==> src/rtl/p_shfrot_pipe.sv <==
// Pipelined issue/retire wrapper around a packed (lane-wise) shift/rotate barrel.
// It has an S1 operand/control register and an optional S2 result register, with valid/ready on both sides.
module p_shfrot_pipe #(
  parameter int PIPE_OUT = 1
) (
  input  logic        g_clk,
  input  logic        g_reset,
  input  logic        flush,
  input  logic        in_valid,
  output logic        in_ready,
  input  logic [31:0] in_crs1,
  input  logic [4:0]  in_shamt,
  input  logic [2:0]  in_pw,
  input  logic [1:0]  in_op,
  output logic        out_valid,
  input  logic        out_ready,
  output logic [31:0] out_result,
  output logic        out_illegal
);

  // One lane width: each output bit picks its source bit inside its own lane.
  function automatic logic [31:0] lane_op(input logic [31:0] x, input logic [4:0] s,
                                          input int lw, input logic rot, input logic right);
    logic [31:0] r;
    logic [4:0]  idx;
    int          jj;
    int          base;
    int          src;
    r = 32'd0;
    for (int j = 32'sd0; j < 32'sd32; j++) begin
      jj   = j % lw;
      base = j - jj;
      src  = right ? (jj + int'(s)) : (jj - int'(s));
      idx  = 5'd0;
      if (rot) begin
        idx  = 5'(base + (src & (lw - 32'sd1)));
        r[j] = x[idx];
      end else if (src >= 32'sd0 && src < lw) begin
        idx  = 5'(base + src);
        r[j] = x[idx];
      end else begin
        r[j] = 1'b0;
      end
    end
    return r;
  endfunction

  function automatic logic [31:0] barrel(input logic [31:0] x, input logic [4:0] s,
                                         input logic [4:0] pw_oh, input logic rot,
                                         input logic right);
    logic [31:0] r;
    case (pw_oh)
      5'b00001: r = lane_op(x, s, 32'sd32, rot, right);
      5'b00010: r = lane_op(x, s, 32'sd16, rot, right);
      5'b00100: r = lane_op(x, s, 32'sd8,  rot, right);
      5'b01000: r = lane_op(x, s, 32'sd4,  rot, right);
      5'b10000: r = lane_op(x, s, 32'sd2,  rot, right);
      default:  r = 32'd0;
    endcase
    return r;
  endfunction

  function automatic logic [4:0] decode_pw(input logic [2:0] pw);
    logic [4:0] r;
    case (pw)
      3'b000:  r = 5'b00001;
      3'b001:  r = 5'b00010;
      3'b010:  r = 5'b00100;
      3'b011:  r = 5'b01000;
      3'b100:  r = 5'b10000;
      default: r = 5'b00000;
    endcase
    return r;
  endfunction

  logic        s1_valid_r;
  logic [31:0] s1_crs1_r;
  logic [4:0]  s1_shamt_r;
  logic [4:0]  s1_pw_oh_r;
  logic        s1_rot_r;
  logic        s1_right_r;
  logic        s1_illegal_r;
  logic        s2_free_s;
  logic        s1_drain_s;
  logic        accept_s;
  logic [4:0]  pw_oh_s;
  logic [31:0] barrel_s;

  assign in_ready   = !flush && (!s1_valid_r || s2_free_s);
  assign accept_s   = in_valid && in_ready;
  assign s1_drain_s = s1_valid_r && s2_free_s;
  assign pw_oh_s    = decode_pw(in_pw);

  // S1 operand and decoded-control register; flush takes priority over everything.
  always_ff @(posedge g_clk or posedge g_reset) begin
    if (g_reset) begin
      s1_valid_r   <= 1'b0;
      s1_crs1_r    <= 32'd0;
      s1_shamt_r   <= 5'd0;
      s1_pw_oh_r   <= 5'd0;
      s1_rot_r     <= 1'b0;
      s1_right_r   <= 1'b0;
      s1_illegal_r <= 1'b0;
    end else begin
      if (flush) begin
        s1_valid_r <= 1'b0;
      end else if (accept_s) begin
        s1_valid_r <= 1'b1;
      end else if (s1_drain_s) begin
        s1_valid_r <= 1'b0;
      end else begin
        s1_valid_r <= s1_valid_r;
      end
      if (accept_s) begin
        s1_crs1_r    <= in_crs1;
        s1_shamt_r   <= in_shamt;
        s1_pw_oh_r   <= pw_oh_s;
        s1_rot_r     <= in_op[1];
        s1_right_r   <= in_op[0];
        s1_illegal_r <= (pw_oh_s == 5'b00000);
      end
    end
  end

  // Barrel evaluated from S1; an illegal pack width yields zero.
  always_comb begin
    barrel_s = 32'd0;
    if (s1_illegal_r) begin
      barrel_s = 32'd0;
    end else begin
      barrel_s = barrel(s1_crs1_r, s1_shamt_r, s1_pw_oh_r, s1_rot_r, s1_right_r);
    end
  end

  generate
    if (PIPE_OUT != 0) begin : g_s2
      logic        s2_valid_r;
      logic [31:0] s2_result_r;
      logic        s2_illegal_r;

      assign s2_free_s   = !s2_valid_r || out_ready;
      assign out_valid   = s2_valid_r;
      assign out_result  = s2_result_r;
      assign out_illegal = s2_illegal_r;

      // S2 result register; retire and refill may happen on the same edge.
      always_ff @(posedge g_clk or posedge g_reset) begin
        if (g_reset) begin
          s2_valid_r   <= 1'b0;
          s2_result_r  <= 32'd0;
          s2_illegal_r <= 1'b0;
        end else if (flush) begin
          s2_valid_r <= 1'b0;
        end else if (s1_drain_s) begin
          s2_valid_r   <= 1'b1;
          s2_result_r  <= barrel_s;
          s2_illegal_r <= s1_illegal_r;
        end else if (out_ready) begin
          s2_valid_r <= 1'b0;
        end else begin
          s2_valid_r <= s2_valid_r;
        end
      end
    end else begin : g_no_s2
      assign s2_free_s   = out_ready;
      assign out_valid   = s1_valid_r;
      assign out_result  = barrel_s;
      assign out_illegal = s1_illegal_r;
    end
  endgenerate

endmodule

==> config.mk <==
export PLATFORM = sky130hd
export DESIGN_NAME = p_shfrot_pipe
export DESIGN_NICKNAME = d
export VERILOG_FILES = /design/src/rtl/p_shfrot_pipe.sv
export SDC_FILE = /design/constraint.sdc
export NUM_CORES = 1
export LEC_CHECK = 0
export CAP_MARGIN = 0
export CORE_MARGIN = 4
export CORE_UTILIZATION = 45
export CTS_CLUSTER_SIZE = 14
export DETAILED_ROUTE_END_ITERATION = 8
export GPL_ROUTABILITY_DRIVEN = 0
export HOLD_SLACK_MARGIN = 0.02
export PLACE_DENSITY = 0.62
export SLEW_MARGIN = 20
export SYNTH_ARGS = -nofsm -noshare
export SYNTH_HDL_FRONTEND = slang
export SYNTH_SLANG_ARGS = --single-unit
export TNS_END_PERCENT = 20
==> constraint.sdc <==
create_clock -name g_clk -period 4.35 [get_ports g_clk]
set_input_delay 0.6525 -clock g_clk [delete_from_list [all_inputs] [get_ports g_clk]]
set_output_delay 0.6525 -clock g_clk [all_outputs]
set_load 0.01 [all_outputs]
==> metrics.md <==
| Metric | Value |
|---|---|
| Global route hottest layer | `met2` |
| Nets | `roughly 1400` |
| R2r startpoint | `s1_shamt_r[1]$_DFFE_PP0P_` |
| Iter 0 DRT Violations | `roughly 1400` |
| Die height | `160 microns` |
| Seq pwr share | `about 14%` |
| Status | `completed` |
| Final Critical Period | `about 3.6 ns` |
| Netlist cell types | `just over 80` |
| Power per cell area | `approximately 520 mW/mm^2` |
| WHS Path Cells | `2` |
| Post-synth top area cell | `dfrtp_1` |
| Worst Reg-to-Reg Cells | `11` |
| Antenna violations before repair | `0` |
| Critical Path Max Stage Delay | `0.73 ns` |
| Max-cap check violation count | `0` |
| #FFs+latches synth | `80` |
| Synth Cell Area | `0.0104 sq mm` |
| Setup Crit Path Kind | `flip-flop to flip-flop` |
| Clk_lat worst skew | `about 0.36 ns` |
| Number of global-route vias before repair | `between 10000 and 15000` |
| TNS Setup | `0 ns` |
| Synth warn | `0` |
| Diode count | `0` |
| Hpwl dp | `approximately 30000 microns` |
| FF/Latch Area | `roughly 0.0020 sq mm` |
| Hold WC Path Type | `flip-flop to flip-flop` |
| Ys flop type | `dfrtp_1` |
| R2r endpoint | `out_result[19]$_DFFE_PP0P_` |
| Worst path slowest cell | `a2111oi_0` |
| Synth top cells by count | `nand2_1, mux2i_1, a21oi_1` |
| Share of layout cells above drive strength 1 | `roughly 16%` |
| Switching power | `about 0.003 W` |
| Total Wirelength | `40400 microns` |
| RSZ-0062 raised after global routing | `false` |
| Fmax | `~270 MHz` |
| Total GRT Usage | `a little under a third` |
| Number of synthesized flops with an enable pin | `0` |
| CP Data Arrival Time | `between 3 and 4 ns` |
| Final worst slack | `between 0.7 and 0.8 ns` |
| Hold Violations, Final | `0` |
| Crit-path max FO | `15` |
| Synth top area cells | `dfrtp_1, mux2i_1, mux4_2, mux2_2, a21oi_1` |
| Met1 usage | `approximately two fifths` |
| I/O pin cnt | `between 80 and 90` |
| Pin count of the biggest net entering global routing | `52` |
| Slew Limit Fails | `0` |
| IO buf count | `a little over 80` |
| Clock Path Buffers | `2` |
| DR vias | `11100` |
| Fill count | `2158` |
| CTS tree | `built` |
| Clock Skews | `just under 0.008 ns` |
| Syn nets | `around 1300` |
| Comb power frac | `a little under three quarters` |
| Area grow syn2layout | `15.8%` |
| Worst Hold Launch | `out_result[1]$_DFFE_PP0P_` |
| Area occupied by multi-input gates | `around 0.0079 sq mm` |
| Register-to-register setup slack | `between 0.7 and 0.8 ns` |
| GRT overflow | `0` |
| CTS Sinks | `80` |
| Root Buffer | `clkbuf_16` |
| Die Wd | `roughly 160 microns` |
| GRT met3 Usage | `under 10%` |
| Max-slew headroom | `between 30% and 40%` |
| Internal power | `about 0.0032 W` |
| Post-CTS setup buffer count | `0` |
| Starting Density | `~46%` |
| Final Cycle Share | `a little over four fifths` |
| WHS Endpoint | `out_result[1]$_DFFE_PP0P_` |
| Clock network power share | `14.1%` |
| Post-CTS Resized | `0` |
| Sequential element share of the synthesized area | `approximately a fifth` |
| Syn Inst Count | `approximately 1300` |
| Worst vdd ir | `0.281 mV` |
| Pre-Repair DR Iteration Count | `8` |
| Site row count | `55` |
| Pleak | `about 5 nW` |
| Top-count cell post-synth | `nand2_1` |
| Setup crit start kind | `flip-flop` |
| # setup viols final | `0` |
| Total die area | `0.0255 sq mm` |
| Tightest Pin Transition | `around 1 ns` |
| Reg clk slew, reported paths | `0.07 ns` |
| Vias per Instance | `~6.8` |
| Core area | `between 0.02 and 0.025 sq mm` |
| Async set or reset register ratio after synthesis | `100%` |
| Worst EP required | `~4.6 ns` |
| CTS HTree Levels | `3` |
| Sw frac | `about half` |
| CP Cell Sequence | `buf_4 > ha_1 > a21oi_1 > xnor2_1 > mux2i_1 > inv_1 > mux4_2 > a21oi_1 > a2111oi_0 > buf_4 > a22oi_1` |
| Syn avg cell area | `roughly 8.2 sq um` |
| # DRC | `0` |
| GR Layer Usage met2 | `about 48%` |
| Pre-CTS setup slack | `approximately 0.81 ns` |
| CTS buffer count | `9` |
| Routed wire per std cell | `~25 microns` |
| Worst Setup End Kind | `flip-flop` |
| Hold-fix buffers at CTS | `0` |
| Post-DRT Antenna Nets | `0` |
| Synth top area share | `19.3%` |
| First-pass GRT wire length | `62100 microns` |
[cell type report]
cell class	count	area share, %
repair buffers	150	11.1
well taps	285	2.97
clock inverters	6	0.782
inverters	35	1.11
flip-flops and latches	80	16.7
clock buffers	10	1.91
multi-input cells	1067	65.4
[worst max-delay path, delay by kind of cell, from the launching register on]
family                   cells  cell delay, ns
AO/OA/AOI/OAI                4            0.98
XOR/XNOR                     1            0.16
flip-flops                   1            0.41
multiplexers                 2            0.80
adder cells (fa/ha/maj)      1            0.51
buffers and inverters        3            0.65
[power by group through the flow]
stage / registers, W / clock network [W] / logic (W)
final: 0.000908 / 0.000882 / 0.00446
after global routing: 0.000922 / 0.000918 / 0.00475
after CTS: 0.000908 / 0.000888 / 0.00434
after detailed placement: 0.000922 / 0 / 0.00433
after global placement: 0.000917 / 0 / 0.00428
after floorplan: 0.000909 / 0 / 0.00320
[registers in the layout, summed over array words and instances (netlist names), 5 cells and up]
register and count:
out_result 32, s1_crs1_r 32, s1_pw_oh_r 5, s1_shamt_r 5
[how the worst max path moves through the flow]
stage                                    from                    endpoint  slack, ns
floorplan           s1_shamt_r[0]$_DFFE_PP0P_  out_result[18]$_DFFE_PP0P_       0.33
global placement    s1_shamt_r[1]$_DFFE_PP0P_  out_result[19]$_DFFE_PP0P_       0.80
detailed placement  s1_shamt_r[1]$_DFFE_PP0P_  out_result[22]$_DFFE_PP0P_       0.81
CTS                 s1_shamt_r[2]$_DFFE_PP0P_  out_result[19]$_DFFE_PP0P_       0.78
global route        s1_shamt_r[1]$_DFFE_PP0P_  out_result[26]$_DFFE_PP0P_       0.47
finish              s1_shamt_r[1]$_DFFE_PP0P_  out_result[19]$_DFFE_PP0P_       0.70
[cells by family after synthesis]
family / Yosys count / synth area share [%]
adder cells (fa/ha/maj): 35 / 4.23
multiplexers: 214 / 25.4
flip-flops: 80 / 19.3
AO/OA/AOI/OAI: 390 / 24.4
XOR/XNOR: 44 / 4.30
AND/OR/NAND/NOR: 384 / 17.3
buffers and inverters: 120 / 5.00
[cell usage in the layout, fill, tap and decap left out, drive strengths merged, types with 32 or more instances in the layout]
cell	count
a21oi	114
buf	69
clkdlybuf4s50	81
dfrtp	80
ha	35
inv	32
mux2	64
mux2i	118
mux4	32
nand2	132
nand3	35
nor2	91
o21ai	82
xnor2	39
[metal layers]
metal / vias to the layer above / share of wire [%]
li1: 4937 / -
met1: 5190 / 38
met2: 812 / 44
met3: 193 / 12
met4: 0 / 6.5
met5: - / 0
[stage by stage]
| stage | area (sq um) | util, % | instances | power (W) | hold slack (ns) |
|---|---|---|---|---|---|
| after floorplan | 10400 | - | 1267 | 0.00411 | 0.486 |
| after global placement | 11700 | 51.5 | 1617 | 0.00520 | 0.472 |
| after detailed placement | 11700 | 51.6 | 1617 | 0.00525 | 0.491 |
| after CTS | 12000 | 53.0 | 1633 | 0.00614 | 0.506 |
| after global routing | 12000 | 53.0 | 1633 | 0.00659 | 0.540 |
| final | 12000 | 53.0 | 1633 | 0.00625 | 0.499 |
No activity file was read; power rests on OpenSTA's default activity.
